File: src/rtl/tof_i2c_arbiter_if.sv
// ---------------------------------------------------------------------------
// tof_i2c_arbiter_if
// Bundle between the NUM_REQ requesters, the I2C transaction engine and the
// arbiter that shares the engine between them.
//   req / req_addr / req_is_read / req_nb_bytes : per-requester transaction
//       request; requester i occupies slice i of each packed vector
//   grant / done / err                          : per-requester one-hot status
//   register_address / is_read / nb_of_bytes    : latched transaction of owner
//   start / ready / error_in                    : engine handshake
//   owner_index / busy                          : current owner and activity
// modport master : arbiter side (drives the engine and the status outputs)
// modport slave  : environment side (requesters + engine)
// ---------------------------------------------------------------------------
interface tof_i2c_arbiter_if #(
    parameter int NUM_REQ = 4,
    parameter int ADDR_W  = 16,
    parameter int LEN_W   = 10,
    parameter int IDX_W   = $clog2(NUM_REQ)
);
    logic [NUM_REQ-1:0]        req;
    logic [NUM_REQ*ADDR_W-1:0] req_addr;
    logic [NUM_REQ-1:0]        req_is_read;
    logic [NUM_REQ*LEN_W-1:0]  req_nb_bytes;
    logic [NUM_REQ-1:0]        grant;
    logic [NUM_REQ-1:0]        done;
    logic [NUM_REQ-1:0]        err;
    logic [ADDR_W-1:0]         register_address;
    logic                      is_read;
    logic [LEN_W-1:0]          nb_of_bytes;
    logic                      start;
    logic                      ready;
    logic                      error_in;
    logic [IDX_W-1:0]          owner_index;
    logic                      busy;

    modport master (
        input  req, req_addr, req_is_read, req_nb_bytes, ready, error_in,
        output grant, done, err, register_address, is_read, nb_of_bytes,
               start, owner_index, busy
    );

    modport slave (
        output req, req_addr, req_is_read, req_nb_bytes, ready, error_in,
        input  grant, done, err, register_address, is_read, nb_of_bytes,
               start, owner_index, busy
    );
endinterface

File: src/rtl/tof_i2c_arbiter.sv
// ---------------------------------------------------------------------------
// tof_i2c_arbiter
// Round-robin sharing of a single I2C transaction engine between NUM_REQ
// requesters (per-sensor ToF sequencers and the configuration loader). One
// transaction at a time; completion/error pulse back to the owner and a
// watchdog that aborts a transaction the engine never finishes.
// Ports:
//   clk   : system clock, rising edge
//   reset : asynchronous, active-high; aborts any transaction silently
//   bus   : tof_i2c_arbiter_if.master (requests, status, engine handshake)
// All outputs are registered.
// ---------------------------------------------------------------------------
module tof_i2c_arbiter #(
    parameter int NUM_REQ        = 4,
    parameter int ADDR_W         = 16,
    parameter int LEN_W          = 10,
    parameter int TIMEOUT_CYCLES = 1000000,
    parameter int IDX_W          = $clog2(NUM_REQ)
) (
    input  logic               clk,
    input  logic               reset,
    tof_i2c_arbiter_if.master  bus
);

    typedef enum logic [2:0] {IDLE, ISSUE, WAIT_ACK, WAIT_DONE, RELEASE} state_e;

    // The watchdog window spans WAIT_ACK entry up to the done pulse: the
    // WAIT states last TIMEOUT_CYCLES-1 cycles, RELEASE adds the last one.
    localparam int              CNT_W    = (TIMEOUT_CYCLES > 2) ? $clog2(TIMEOUT_CYCLES) : 1;
    localparam logic [CNT_W-1:0] TMO_LAST = CNT_W'(TIMEOUT_CYCLES - 2);

    state_e               state_q, state_d;
    logic [NUM_REQ-1:0]   grant_q, grant_d;
    logic [NUM_REQ-1:0]   done_q, done_d;
    logic [NUM_REQ-1:0]   err_q, err_d;
    logic [ADDR_W-1:0]    addr_q, addr_d;
    logic                 rd_q, rd_d;
    logic [LEN_W-1:0]     len_q, len_d;
    logic [IDX_W-1:0]     owner_q, owner_d;
    logic [IDX_W-1:0]     last_q, last_d;
    logic                 start_q, start_d;
    logic                 busy_q, busy_d;
    logic                 errf_q, errf_d;
    logic [CNT_W-1:0]     cnt_q, cnt_d;

    logic                 pick_vld;
    logic [IDX_W-1:0]     pick_idx;
    logic [IDX_W-1:0]     cand;

    // Round-robin pick: scan from the farthest slot towards last_q+1 so the
    // nearest requester after the previous owner is the one left standing.
    always_comb begin
        pick_vld = 1'b0;
        pick_idx = '0;
        cand     = '0;
        for (int k = NUM_REQ; k >= 1; k--) begin
            cand = IDX_W'((int'(last_q) + k) % NUM_REQ);
            if (bus.req[cand]) begin
                pick_vld = 1'b1;
                pick_idx = cand;
            end
        end
    end

    always_comb begin
        state_d = state_q;
        grant_d = grant_q;
        done_d  = '0;
        err_d   = '0;
        addr_d  = addr_q;
        rd_d    = rd_q;
        len_d   = len_q;
        owner_d = owner_q;
        last_d  = last_q;
        start_d = 1'b0;
        errf_d  = errf_q;
        cnt_d   = cnt_q;

        case (state_q)
            IDLE: begin
                // grant of the previous owner stays visible through its done cycle
                grant_d = '0;
                if (pick_vld) begin
                    grant_d[pick_idx] = 1'b1;
                    addr_d  = bus.req_addr[ADDR_W*pick_idx +: ADDR_W];
                    rd_d    = bus.req_is_read[pick_idx];
                    len_d   = bus.req_nb_bytes[LEN_W*pick_idx +: LEN_W];
                    owner_d = pick_idx;
                    errf_d  = 1'b0;
                    state_d = ISSUE;
                end
            end
            ISSUE: begin
                if (len_q == '0) begin
                    // nothing to transfer: report an error without touching the engine
                    errf_d  = 1'b1;
                    state_d = RELEASE;
                end else if (bus.ready) begin
                    start_d = 1'b1;
                    cnt_d   = '0;
                    state_d = WAIT_ACK;
                end
            end
            WAIT_ACK, WAIT_DONE: begin
                errf_d = errf_q | bus.error_in;
                cnt_d  = cnt_q + 1'b1;
                if (cnt_q == TMO_LAST) begin
                    errf_d  = 1'b1;
                    state_d = RELEASE;
                end else if (state_q == WAIT_ACK && !bus.ready) begin
                    state_d = WAIT_DONE;
                end else if (state_q == WAIT_DONE && bus.ready) begin
                    state_d = RELEASE;
                end
            end
            RELEASE: begin
                done_d  = grant_q;
                err_d   = errf_q ? grant_q : '0;
                last_d  = owner_q;
                state_d = IDLE;
            end
            default: state_d = IDLE;
        endcase

        busy_d = (state_d != IDLE);
    end

    always_ff @(posedge clk or posedge reset) begin
        if (reset) begin
            state_q <= IDLE;
            grant_q <= '0;
            done_q  <= '0;
            err_q   <= '0;
            addr_q  <= '0;
            rd_q    <= 1'b0;
            len_q   <= '0;
            owner_q <= '0;
            last_q  <= IDX_W'(NUM_REQ - 1);  // requester 0 wins first
            start_q <= 1'b0;
            busy_q  <= 1'b0;
            errf_q  <= 1'b0;
            cnt_q   <= '0;
        end else begin
            state_q <= state_d;
            grant_q <= grant_d;
            done_q  <= done_d;
            err_q   <= err_d;
            addr_q  <= addr_d;
            rd_q    <= rd_d;
            len_q   <= len_d;
            owner_q <= owner_d;
            last_q  <= last_d;
            start_q <= start_d;
            busy_q  <= busy_d;
            errf_q  <= errf_d;
            cnt_q   <= cnt_d;
        end
    end

    assign bus.grant            = grant_q;
    assign bus.done             = done_q;
    assign bus.err              = err_q;
    assign bus.register_address = addr_q;
    assign bus.is_read          = rd_q;
    assign bus.nb_of_bytes      = len_q;
    assign bus.start            = start_q;
    assign bus.owner_index      = owner_q;
    assign bus.busy             = busy_q;

endmodule

File: src/flat_wrapper.sv
// flat-port wrapper written by rule: the top's interface ports become plain ports
module tof_i2c_arbiter_flat 
#(
    parameter int NUM_REQ        = 4,
    parameter int ADDR_W         = 16,
    parameter int LEN_W          = 10,
    parameter int TIMEOUT_CYCLES = 1000000,
    parameter int IDX_W          = $clog2(NUM_REQ)
)
  (clk, reset, bus_req, bus_req_addr, bus_req_is_read, bus_req_nb_bytes, bus_ready, bus_error_in, bus_grant, bus_done, bus_err, bus_register_address, bus_is_read, bus_nb_of_bytes, bus_start, bus_owner_index, bus_busy);
  tof_i2c_arbiter_if #(.NUM_REQ(NUM_REQ), .ADDR_W(ADDR_W), .LEN_W(LEN_W), .IDX_W(IDX_W)) bus_i ();
  input  logic clk;
  input  logic reset;
  input wire logic [$bits(bus_i.req)-1:0] bus_req;
  input wire logic [$bits(bus_i.req_addr)-1:0] bus_req_addr;
  input wire logic [$bits(bus_i.req_is_read)-1:0] bus_req_is_read;
  input wire logic [$bits(bus_i.req_nb_bytes)-1:0] bus_req_nb_bytes;
  input wire logic [$bits(bus_i.ready)-1:0] bus_ready;
  input wire logic [$bits(bus_i.error_in)-1:0] bus_error_in;
  output wire logic [$bits(bus_i.grant)-1:0] bus_grant;
  output wire logic [$bits(bus_i.done)-1:0] bus_done;
  output wire logic [$bits(bus_i.err)-1:0] bus_err;
  output wire logic [$bits(bus_i.register_address)-1:0] bus_register_address;
  output wire logic [$bits(bus_i.is_read)-1:0] bus_is_read;
  output wire logic [$bits(bus_i.nb_of_bytes)-1:0] bus_nb_of_bytes;
  output wire logic [$bits(bus_i.start)-1:0] bus_start;
  output wire logic [$bits(bus_i.owner_index)-1:0] bus_owner_index;
  output wire logic [$bits(bus_i.busy)-1:0] bus_busy;
  assign bus_i.req = bus_req;
  assign bus_i.req_addr = bus_req_addr;
  assign bus_i.req_is_read = bus_req_is_read;
  assign bus_i.req_nb_bytes = bus_req_nb_bytes;
  assign bus_i.ready = bus_ready;
  assign bus_i.error_in = bus_error_in;
  assign bus_grant = bus_i.grant;
  assign bus_done = bus_i.done;
  assign bus_err = bus_i.err;
  assign bus_register_address = bus_i.register_address;
  assign bus_is_read = bus_i.is_read;
  assign bus_nb_of_bytes = bus_i.nb_of_bytes;
  assign bus_start = bus_i.start;
  assign bus_owner_index = bus_i.owner_index;
  assign bus_busy = bus_i.busy;
  tof_i2c_arbiter #(.NUM_REQ(NUM_REQ), .ADDR_W(ADDR_W), .LEN_W(LEN_W), .TIMEOUT_CYCLES(TIMEOUT_CYCLES), .IDX_W(IDX_W)) u_core (.clk(clk), .reset(reset), .bus(bus_i));
endmodule
File: config.mk
export PLATFORM = sky130hd
export DESIGN_NAME = tof_i2c_arbiter_flat
export DESIGN_NICKNAME = d
export VERILOG_FILES = /design/src/rtl/tof_i2c_arbiter_if.sv /design/src/rtl/tof_i2c_arbiter.sv /design/src/flat_wrapper.sv
export SDC_FILE = /design/constraint.sdc
export NUM_CORES = 1
export LEC_CHECK = 0
export ABC_AREA = 1
export BUFFER_PORTS_ARGS = -buffer_cell sky130_fd_sc_hd__buf_2
export CORE_ASPECT_RATIO = 0.7
export CORE_MARGIN = 4
export CORE_UTILIZATION = 46
export CTS_CLUSTER_DIAMETER = 100
export DETAILED_ROUTE_END_ITERATION = 10
export GPL_ROUTABILITY_DRIVEN = 0
export PLACE_DENSITY = 0.77
export SKIP_CTS_REPAIR_TIMING = 1
export SYNTH_ARGS = -nofsm -noshare
export SYNTH_HDL_FRONTEND = slang
export SYNTH_SLANG_ARGS = --single-unit
File: constraint.sdc
create_clock -name clk -period 1.75 [get_ports clk]
set_input_delay 0.0875 -clock clk [delete_from_list [all_inputs] [get_ports clk]]
set_output_delay 0.0875 -clock clk [all_outputs]
set_load 0.05 [all_outputs]
# Word-level counts from Yosys, hierarchy flattened
# Index checks and enable logic that the tools add are counted.
# totals
register_bits	69
latchBits	0
ramBits	0
mem_bits_ro	0
input_bits	116
out_inout_bits	43
wordCells	91
memories	0
# op_classes
n_addsub	5
multipliers	1
div_mod_pow	0
n_lt_le_gt_ge	6
n_eq_ne	9
n_shift	2
mux	41
n_bitwise	1
n_reduce_logical	13
# op_table
operator	n
$shiftx A64 B7 Y16	1
$mux W20	2
$pmux W20 S2	1
$shiftx A40 B7 Y10	1
$add A20 B1 Y20 const B	1
$eq A20 B20 Y1 const B	1
$mux W3	6
$mux W1	16
$mux W4	4
$lt A2 B3 Y1 const B	5
$bmux W1 S2	5
$logic_not A10 Y1	1
$pmux W3 S3	1
$mux W2	4
$eq A3 B2 Y1 const B	2
$reduce_and A3 Y1	2
$reduce_bool A3 Y1	2
$mul A3 B2 Y5 const A	1
$add A2 B1 Y2 const B	2
$add A2 B2 Y2 const B	2
$ne A2 B1 Y1 const B	2
$ne A2 B2 Y1 const B	2
$eq A3 B1 Y1 const B	1
$eq A3 B3 Y1 const B	1
10 further kinds	12

# Longest topological paths before layout
# Gate-level depths: netlist of the first run.
# depth
ltp_word	12
depth_mapped	16
ltp_nobuf	14

# Worst setup path after synthesis of the first run
# Ideal clock, no wire load.
# synth_path
path_type	flip-flop to flip-flop
from	reg u_core.last_q[0]
to	reg u_core.len_q[2], in the netlist u_core.bus.nb_of_bytes[2]
setup_ps	118
arrival_time_ps	1659
t_required_ps	1632
path_slack_ps	-27
stages_incl_launch_ff	17
n_path_buf	3
period_less_slack_ps	1777
path_cell_list	dfstp_2 -> buf_6 -> nand2_1 -> nand2_2 -> nand2_1 -> nand2_2 -> nand2_4 -> nand2_4 -> nand2_4 -> buf_6 -> buf_6 -> nand3_2 -> nand2_1 -> nand2_1 -> nand2_1 -> nand2_1 -> nand2_1
# synth_via
elab_chain_cells	9
elab_cells_between_ends	23
cone_classes	add/sub (4); mul (1); shift (1); mux (16); reduce/logical (1)
# synth_lines
item	line	rtl
start: declaration	tof_i2c_arbiter.sv:40	logic [IDX_W-1:0] last_q, last_d;
start signal: assignment	tof_i2c_arbiter.sv:138	last_q <= IDX_W'(NUM_REQ - 1);
start signal: assignment	tof_i2c_arbiter.sv:152	last_q <= last_d;
$add A2 B1 Y2	tof_i2c_arbiter.sv:57	cand = IDX_W'((int'(last_q) + k) % NUM_REQ);
$bmux W1 S2	tof_i2c_arbiter.sv:58	if (bus.req[cand]) begin
$mux W1 (implied by the code)	tof_i2c_arbiter.sv:58	
$mux W2 (4 in series)	tof_i2c_arbiter.sv:58	
$mul A3 B2 Y5	tof_i2c_arbiter.sv:87	len_d = bus.req_nb_bytes[LEN_W*pick_idx +: LEN_W];
$shiftx A40 B7 Y10	tof_i2c_arbiter.sv:87	
end signal: assignment	tof_i2c_arbiter.sv:150	len_q <= len_d;
end: declaration	tof_i2c_arbiter.sv:38	logic [LEN_W-1:0] len_q, len_d;
# Several ways; a longest one is shown, not always the timed one. The select of a mux whose other input is x is not followed.
# A chain may end at the register's enable or synchronous reset.

# Worst setup path after layout of the first run
# layout_path
from	reg u_core.last_q[0]
to	reg u_core.addr_q[1], in the netlist u_core.bus.register_address[1]
# layout_via
elab_chain_cells	8
elab_cells_between_ends	22
cone_classes	add/sub (4); shift (1); mux (16); reduce/logical (1)
# layout_lines
item	line	rtl
$add A2 B1 Y2	tof_i2c_arbiter.sv:57	
$bmux W1 S2	tof_i2c_arbiter.sv:58	
$mux W1 (implied by the code)	tof_i2c_arbiter.sv:58	
$mux W2 or $mux W1 (tied branches) (4 in series)	tof_i2c_arbiter.sv:58	
$shiftx A64 B7 Y16 or $reduce_and A2 Y1 (tied branches)	n/a	
end signal: assignment	tof_i2c_arbiter.sv:148	addr_q <= addr_d;
end: declaration	tof_i2c_arbiter.sv:36	logic [ADDR_W-1:0] addr_q, addr_d;
# Several ways; a longest one is shown, not always the timed one. The select of a mux whose other input is x is not followed.

==> metrics.txt, run 1 <==
cell taking the most area after synthesis dfrtp_1; final WL 16700 um; Tmin final 2.07 ns; crit path max-delay cell type dfstp_2; first-pass GRT wire length 24300 um; Seq cells post-synth 69; Vias/cell 5.44; area share of the largest cell type after synthesis 35.8%; initial antenna violation count 1; post-detail-place hpwl 11600 um; final core utilization 67.0%; die area 0.0119 mm2; Worst slew margin 69.9%; Min Hold Slack 0.145 ns; # rows 30; DRC viols 0; VDD IR max 1.38 mV; Final Setup Violations 36; Fin Clk Skew 0.00681 ns; Final Cycle Share 118%; worst min path class in2reg; GRT overflow 0; total track usage 25.5%; CTS tree built; ANT nets after route 0; PortBufs 158; Layout Cells excl Fill 997; DR pass1 iterations 6; Seq pwr share 16.3%; DR iter-0 viols 544; CP max FO 22; CP Launch Type flop; Post-Synth Simple-Gate Area 46.9%; Worst-Skew Late Latency 0.34 ns; final hold violations 0; Clock transition at path regs 0.06 ns; Crit Path Category reg2reg; Internal 7.30 mW; sequential-to-total area share from yosys stat 37.0%; worst slew pin tran 0.450 ns; Die X 129 um; Unique masters post-synth 34; Syn Area/Cell 6.95 um2; Die Ht 92.4 um; H-tree depth 3; ranking of synthesized cells by area dfrtp_1 36%, nand2_1 22%, nand3_1 9.8%, nand3_2 6.8%, inv_1 3.1%; Switching Share 51.9%; largest net degree at the start of global routing 54; Comb power frac 70.4%; Net Switching 7.88 mW; via count 5427; routed len/inst 16.7 um; Leak 3.63 nW; Power Dens Cells 2310 mW/mm2; setup ws final -0.317 ns; share of layout cells above drive strength 1 36.3%; Root Buffer clkbuf_16; Clk pwr share 13.2%; Sink Count 69; multiplexer share of the synthesized area 0%; vias in the first global route 4935; clk buf depth 2; cell total after placement 968; main combinational cell family by area after synthesis simple AND/OR/NAND/NOR gates; number of max-cap violations 0; Top Ports 159; Post-Synth Adder-Cell Area 0.535%; critical path endpoint category flop; XOR/XNOR Fraction of Synth Area 1.87%; Worst path max stage delay 0.60 ns; syn nets 791; required time worst endpoint 2.02 ns; violated checks setup timing; Critical Path, Cell by Cell buf_6 -> nand2_1 -> nand2_1 -> nand2_2 -> buf_4 -> nor3_4 -> nor2_4 -> inv_2 -> buf_12 -> nand2_1 -> nand2_1; cell mode on critical path nand2_1; compound-gate portion of the synthesized area 4.60%; core box area 0.00980 mm2; fmax 0.484 GHz; status complete, but fails checks; Layout area overhead 40.3%; Total Nets Final 981; Mapped Area 0.00468 mm2; Mapped Cells 673; cts bufs inserted 9; unrepaired setup endpoints after global routing yes; Starting Density 47.7%; Slew Limit Fails 0; Critical Path AT 2.34 ns; Synth Warn # 0
-- layout make-up --
| cell class | instances | area [um2] |
|---|---|---|
| timing repair buffer | 217 | 1490 |
| antenna | 1 | 2.50 |
| clock buffer | 10 | 239 |
| multi-input combinational | 522 | 2690 |
| clock inverter | 6 | 86.3 |
| inverter | 44 | 176 |
| sequential | 69 | 1730 |
| tap | 128 | 160 |
| fill | 786 | 3230 |
-- cells in the mapped netlist --
library cell	instances
o21ai_2	2
buf_4	1
dfrtp_1	67
o21ai_1	2
nor4_1	2
inv_2	5
a21o_1	1
or2_2	1
a31oi_1	1
dfstp_2	2
clkbuf_1	5
inv_1	39
nor2_2	1
nand3b_1	2
nor2_1	35
o21a_1	1
nand2_4	3
o22ai_1	9
nand3_1	92
o21ai_0	10
nand2_1	274
nand2_2	6
a211oi_1	1
nor3_1	15
xor2_1	8
nand3_2	32
xnor2_1	2
o211ai_1	1
buf_2	20
a21oi_1	9
nand4_1	9
buf_6	12
nor3_2	1
ha_1	2
-- through the flow --
step	area, um2	worst slack, ns	power [mW]	setup TNS (ns)
after global routing	6560	-0.409	16.2	-12.30
final	6560	-0.317	15.2	-8.87
after detailed placement	5870	-0.273	11.8	-7.22
after CTS	6200	-0.334	13.9	-8.30
after global placement	5870	-0.121	11.6	-2.81
after floorplan	4700	-0.0208	9.32	-0.396
-- worst paths after layout --
check	start	endpoint	slack (ns)	depth (start not counted)
max	u_core.last_q[0]	u_core.bus.register_address[1]	-0.32	11
min	bus_error_in	u_core.errf_q	0.15	4
max reg2reg	u_core.last_q[0]	u_core.bus.register_address[1]	-0.32	11
min reg2reg	u_core.bus.register_address[3]	u_core.bus.register_address[3]	0.49	2
max in group asynchronous	reset	u_core.last_q[1]	0.79	4
min in group asynchronous	reset	u_core.bus.register_address[8]	0.31	3
-- cell families after synthesis --
group	after synthesis
fa+ha+maj	2
buf+inv	82
compound gates	37
flops	69
simple gates	473
xor+xnor	10
-- worst max-delay path: cells and delay by family (launching register included) --
kind / cells / cell delay [ns]
buf+inv: 4 / 0.58
flops: 1 / 0.60
simple gates: 7 / 0.83
-- routing by layer --
metal	global-route usage, %	part of all wire, %	vias up
li1	-	-	2558
met2	38.0	44	347
met4	10.6	3.5	0
met3	5.13	9.1	56
met5	0	0	-
met1	36.1	43	2466
-- power groups by stage --
stage | logic [mW] | registers, mW | clock network (mW)
finish | 10.7 | 2.48 | 2.01
global route | 11.6 | 2.53 | 2.10
CTS | 9.37 | 2.46 | 2.03
detailed placement | 9.33 | 2.48 | 0
global placement | 9.17 | 2.46 | 0
floorplan | 5.67 | 3.65 | 0
-- cell usage in the layout, fill, tap and decap left out, types with 3 or more instances in the layout --
cell,synthesis,routed
inv_1,39,35
nand3_1,92,88
nor2_2,1,3
nand4_1,9,9
a21oi_1,9,9
o21ai_0,10,10
buf_2,20,159
nand2_2,6,21
nor2_1,35,32
xor2_1,8,8
nand3_4,0,3
inv_2,5,5
buf_4,1,35
clkbuf_16,0,13
dfrtp_1,67,67
nor3_1,15,13
inv_4,0,3
buf_6,12,5
nand2_1,274,257
buf_12,0,13
nand2_8,0,3
nand3_2,32,33
o22ai_1,9,9
-- sequential cells by signal, summed over array words and instances (netlist names) --
signal,cells
u_core.bus.is_read,1
u_core.errf_q,1
u_core.bus.busy,1
u_core.bus.register_address,16
u_core.bus.owner_index,2
u_core.bus.grant,4
u_core.last_q,2
u_core.bus.nb_of_bytes,10
u_core.bus.start,1
u_core.cnt_q,20
u_core.state_q,3
u_core.bus.done,4
u_core.bus.err,4
No activity file was read; power rests on OpenSTA's default activity.
==> inputs of run 2 (changes only) <==
--- a/config.mk
+++ b/config.mk
@@ -6,7 +6,7 @@
 export NUM_CORES = 1
 export LEC_CHECK = 0
 export ABC_AREA = 1
-export BUFFER_PORTS_ARGS = -buffer_cell sky130_fd_sc_hd__buf_2
+export BUFFER_PORTS_ARGS = -buffer_cell sky130_fd_sc_hd__clkbuf_2
 export CORE_ASPECT_RATIO = 0.7
 export CORE_MARGIN = 4
 export CORE_UTILIZATION = 46
@@ -14,7 +14,6 @@
 export DETAILED_ROUTE_END_ITERATION = 10
 export GPL_ROUTABILITY_DRIVEN = 0
 export PLACE_DENSITY = 0.77
-export SKIP_CTS_REPAIR_TIMING = 1
 export SYNTH_ARGS = -nofsm -noshare
 export SYNTH_HDL_FRONTEND = slang
 export SYNTH_SLANG_ARGS = --single-unit
==> run 2 against run 1 <==
The flow still finishes with violations (setup timing). First-iteration DRC count rose by 43%. Critical path depth rose by 3. Clock power barely moved. Hold slack got worse by 0.012 ns. Sequential share of layout area shrank 0.50 points. Via count increased by 5.7%. Critical endpoint is now u_core.bus.register_address[8].
==> metrics.txt, run 2 (synthesized netlist as in run 1, its figures left out) <==
status complete, but fails checks; violated checks setup timing; Worst-Skew Late Latency 0.34 ns; Clock transition at path regs 0.06 ns; Internal 7.73 mW; R2R cell count 14; Vias/cell 5.74; most frequent cells in the layout 257 x nand2_1, 158 x clkbuf_2, 86 x nand3_1, 67 x dfrtp_1, 36 x nand3_2; Power Dens Cells 2370 mW/mm2; critical path endpoint category flop; Comb power frac 71.6%; Final Setup Violations 36; # rows 30; Biggest register u_core.cnt_q; Total Nets Final 985; CP Launch Type flop; Worst slew margin 74.1%; fmax 0.489 GHz; Layout Cells excl Fill 999; Leak 3.70 nW; final core utilization 68.3%; Crit Path Category reg2reg; Switching Share 51.4%; commonest non-fill, non-tap cell in the layout nand2_1; setup ws final -0.296 ns; Clk pwr share 12.7%; Layout area overhead 43.1%; Die Ht 92.4 um; CP max FO 19; Top Ports 159; number of max-cap violations 0; required time worst endpoint 1.98 ns; Slew Limit Fails 0; DR iter-0 viols 778; Starting Density 47.7%; via count 5738; post-detail-place hpwl 11300 um; core box area 0.00980 mm2; Seq pwr share 15.7%; share of layout cells above drive strength 1 36.6%; vias in the first global route 5456; largest net degree at the start of global routing 39; first-pass GRT wire length 26400 um; PortBufs 158; Sink Count 69; clk buf depth 2; worst slew pin tran 0.388 ns; initial antenna violation count 0; CTS tree built; final WL 17400 um; die area 0.0119 mm2; ANT nets after route 0; max reg flops 20; DRC viols 0; cell total after placement 963; n_diodes 0; DR pass1 iterations 7; GRT overflow 0; cts bufs inserted 9; Critical Path AT 2.27 ns; Fin Clk Skew 0.00637 ns; routed len/inst 17.4 um; Min Hold Slack 0.133 ns; unrepaired setup endpoints after global routing yes; final hold violations 0; VDD IR max 1.74 mV; H-tree depth 3; Worst Hold Depth 3; total track usage 27.4%; worst min path class in2reg; Die X 129 um; Tmin final 2.05 ns; Final Cycle Share 117%; Net Switching 8.16 mW; Root Buffer clkbuf_16
==> run 2: cell types whose count changed in the layout (fill, tap and decap cells not counted), moves of 3 or more <==
cell      previous run  this run
buf_16               0         5
buf_12              13        10
clkbuf_2             0       158
buf_8                0         3
o21ai_1              2         5
o21ai_0             10         7
nand3_2             33        36
buf_2              159         0
==> run 2: worst paths after layout <==
path | startpoint | to | slack [ns]
setup / recovery | u_core.last_q[1] | u_core.bus.register_address[8] | -0.30
hold / removal | bus_ready | u_core.bus.start | 0.13
setup reg to reg | u_core.last_q[1] | u_core.bus.register_address[8] | -0.30
hold reg to reg | u_core.bus.register_address[7] | u_core.bus.register_address[7] | 0.48
max in group asynchronous | reset | u_core.last_q[0] | 0.93
min in group asynchronous | reset | u_core.bus.register_address[12] | 0.23
==> run 2: worst max-delay path: stages, from the launching register on <==
cell	delay, ns
dfstp_2	0.58
inv_2	0.09
nand2_1	0.09
nand2_2	0.08
nand2_2	0.07
nand2_2	0.08
inv_4	0.10
nand3_2	0.18
clkbuf_16	0.26
nand3_1	0.10
nand2_1	0.05
nand2_1	0.07
nand2_1	0.06
nand2_1	0.06
nand2_1	0.06
==> run 2: timing repair <==
action / CTS / global route
setup buffers: 6 / 3
pin swaps: 2 / 0
setup endpoints to repair: 35 / 48
hold endpoints to repair: 46 / 0
gates cloned: 4 / 7
resized for setup: 28 / 26
hold buffers: 1 / 0
==> run 2: layer usage <==
layer | global-route usage (%) | wire length (um) | part of all wire (%) | vias to the layer above
met5 | 0 | 0 | 0 | -
met4 | 10.8 | 752 | 4.3 | 0
met3 | 6.51 | 2070 | 12 | 89
met2 | 44.1 | 7910 | 45 | 436
met1 | 35.8 | 6690 | 38 | 2645
li1 | - | - | - | 2568
==> run 2: stage by stage <==
step / area, um2 / total power [mW] / setup TNS, ns / setup WS [ns]
6_report: 6690 / 15.9 / -7.24 / -0.296
5_1_grt: 6690 / 16.8 / -11.15 / -0.409
4_1_cts: 6400 / 14.5 / -4.60 / -0.174
3_5_place_dp: 5810 / 11.6 / -4.88 / -0.180
3_3_place_gp: 5810 / 11.4 / -1.96 / -0.0848
2_1_floorplan: 4700 / 9.32 / -0.396 / -0.0208
==> run 2: cell type report <==
class	count	area (um2)
fill	748	3110
clock inverter	3	68.8
tap	128	160
timing repair buffer	221	1630
sequential	69	1730
multi-input combinational	522	2670
inverter	44	176
clock buffer	12	256
==> run 2: power groups by stage <==
| stage | combinational, mW | clock [mW] | sequential, mW |
|---|---|---|---|
| global route | 12.2 | 2.10 | 2.53 |
| CTS | 9.97 | 2.03 | 2.47 |
| global placement | 8.92 | 0 | 2.46 |
| floorplan | 5.67 | 0 | 3.65 |
| finish | 11.4 | 2.02 | 2.49 |
| detailed placement | 9.17 | 0 | 2.47 |
==> inputs of run 3 (changes only) <==
==> constraint.sdc (replaced) <==
create_clock -name clk -period 1.75 [get_ports clk]
set_input_delay 0.2625 -clock clk [delete_from_list [all_inputs] [get_ports clk]]
set_output_delay 0.2625 -clock clk [all_outputs]
set_load 0.05 [all_outputs]
==> run 3 against run 2 <==
The flow still finishes with violations (setup timing). Clock-buffer cell count down 2. Register-to-register slack got worse by 0.12 ns. Worst setup slack worse by 0.12 ns. Critical path depth unchanged. Die area unchanged. Total power is 0.81% lower. Sequential power barely moved. Combinational power about the same. Global-route usage shrank 1.1 points.
==> metrics.txt, run 3 (synthesized netlist as in run 1, its figures left out) <==
CP Launch Type flop; register area 0.00173 mm2; unrepaired setup endpoints after global routing yes; clk buf depth 2; cts bufs inserted 9; Seq pwr share 15.9%; Worst slew margin 74.4%; Sink Count 69; Die Ht 92.4 um; most frequent cells in the layout 256 x nand2_1, 158 x clkbuf_2, 88 x nand3_1, 67 x dfrtp_1, 35 x inv_1; ANT nets after route 0; Fin Clk Skew 0.0119 ns; Slew Limit Fails 0; Clk pwr share 12.5%; CP max FO 18; # fillers 725; number of max-cap violations 0; die area 0.0119 mm2; Power Dens Cells 2360 mW/mm2; Total Nets Final 984; violated checks setup timing; Die X 129 um; largest net degree at the start of global routing 70; Biggest register u_core.cnt_q; Vias/cell 5.74; setup slack at placement -0.206 ns; # rows 30; H-tree depth 3; required time worst endpoint 1.98 ns; Hold-fix buffers, CTS 0; R2R cell count 14; Critical Path AT 2.40 ns; DRC viols 0; cell total after placement 962; DR pass1 iterations 6; PnR Total Power 15.8 mW; worst slew pin tran 0.384 ns; core box area 0.00980 mm2; Clock transition at path regs 0.07 ns; via count 5733; setup ws final -0.419 ns; Net Switching 8.30 mW; share of layout cells above drive strength 1 37.1%; PortBufs 158; Root Buffer clkbuf_16; Layout Cells excl Fill 999; Crit Path Category reg2reg; Worst-Skew Late Latency 0.34 ns; CTS tree built; DR iter-0 viols 642; first-pass GRT wire length 25200 um; Internal 7.46 mW; initial antenna violation count 0; commonest non-fill, non-tap cell in the layout nand2_1; Final Cycle Share 124%; Switching Share 52.7%; Critical R2R Capture u_core.bus.register_address[8]; fmax 0.461 GHz; VDD IR max 1.60 mV; Tmin final 2.17 ns; worst min path class in2async; Final Setup Violations 36; status complete, but fails checks; critical path endpoint category flop; max reg flops 20; total track usage 26.3%; R2R Setup Slk -0.42 ns; final hold violations 0; cell area after layout 0.00669 mm2; multi-input logic area 0.00273 mm2; Placed Area 0.00580 mm2; Final TNS setup -10.07 ns; Top Ports 159; Leak 3.68 nW; final WL 18000 um; vias in the first global route 5175; Starting Density 47.7%; Comb power frac 71.7%; Critical R2R Launch u_core.last_q[0]; GRT overflow 0; n_diodes 0; Layout area overhead 43.0%; post-detail-place hpwl 11100 um; routed len/inst 18.0 um
-- run 3: final cells by class --
cell class	count	share of cell area [%]
multi-input cells	522	40.8
well taps	128	2.39
flip-flops and latches	69	25.9
clock buffers	10	3.42
repair buffers	220	23.6
inverters	44	2.64
clock inverters	6	1.33
-- run 3: power by group through the flow --
stage / combinational (mW) / clock (mW) / sequential, mW
5_1_grt: 12.1 / 2.05 / 2.55
3_5_place_dp: 9.18 / 0 / 2.46
3_3_place_gp: 8.92 / 0 / 2.46
4_1_cts: 9.66 / 1.98 / 2.47
2_1_floorplan: 5.67 / 0 / 3.65
6_report: 11.3 / 1.97 / 2.50
-- run 3: worst max-delay path, cell delays in order, from the launching register on --
cell,delay [ns]
dfstp_2,0.59
inv_2,0.10
nand2_1,0.10
nand2_2,0.08
nand2_2,0.08
nand2_2,0.08
a31oi_1,0.20
nand2_1,0.12
nand2_2,0.14
inv_2,0.08
buf_12,0.15
nand2_1,0.09
nand2_1,0.09
nand2_1,0.08
nand2_1,0.07
-- run 3: layer usage --
metal	wire, um	GRT usage [%]	vias up
li1	-	-	2570
met4	957	11.0	0
met1	6960	35.0	2608
met2	8020	41.0	439
met5	0	0	-
met3	2050	6.51	116
-- run 3: how the worst max path moves through the flow --
stage | to | slack, ns | startpoint
final | u_core.bus.register_address[8] | -0.42 | u_core.last_q[0]
after global routing | u_core.bus.register_address[8] | -0.53 | u_core.last_q[0]
after CTS | u_core.bus.nb_of_bytes[8] | -0.19 | u_core.last_q[0]
after detailed placement | u_core.bus.nb_of_bytes[1] | -0.21 | u_core.last_q[0]
after global placement | u_core.bus.register_address[11] | -0.09 | u_core.last_q[0]
after floorplan | u_core.bus.nb_of_bytes[1] | -0.02 | u_core.last_q[0]
-- run 3: stage by stage --
step | hold WS (ns) | utilization (%)
after detailed placement | 0.388 | 59.2
final | 0.00725 | 68.3
after floorplan | 0.411 | -
after global routing | 0.0543 | 68.3
after global placement | 0.380 | 59.2
after CTS | 0.0330 | 63.8
-- run 3: timing repair --
item	in CTS	in global routing
gates resized for setup	19	46
cloned	2	9
setup endpoints to repair	35	46
buffers inserted	2	8
pin swaps	1	7
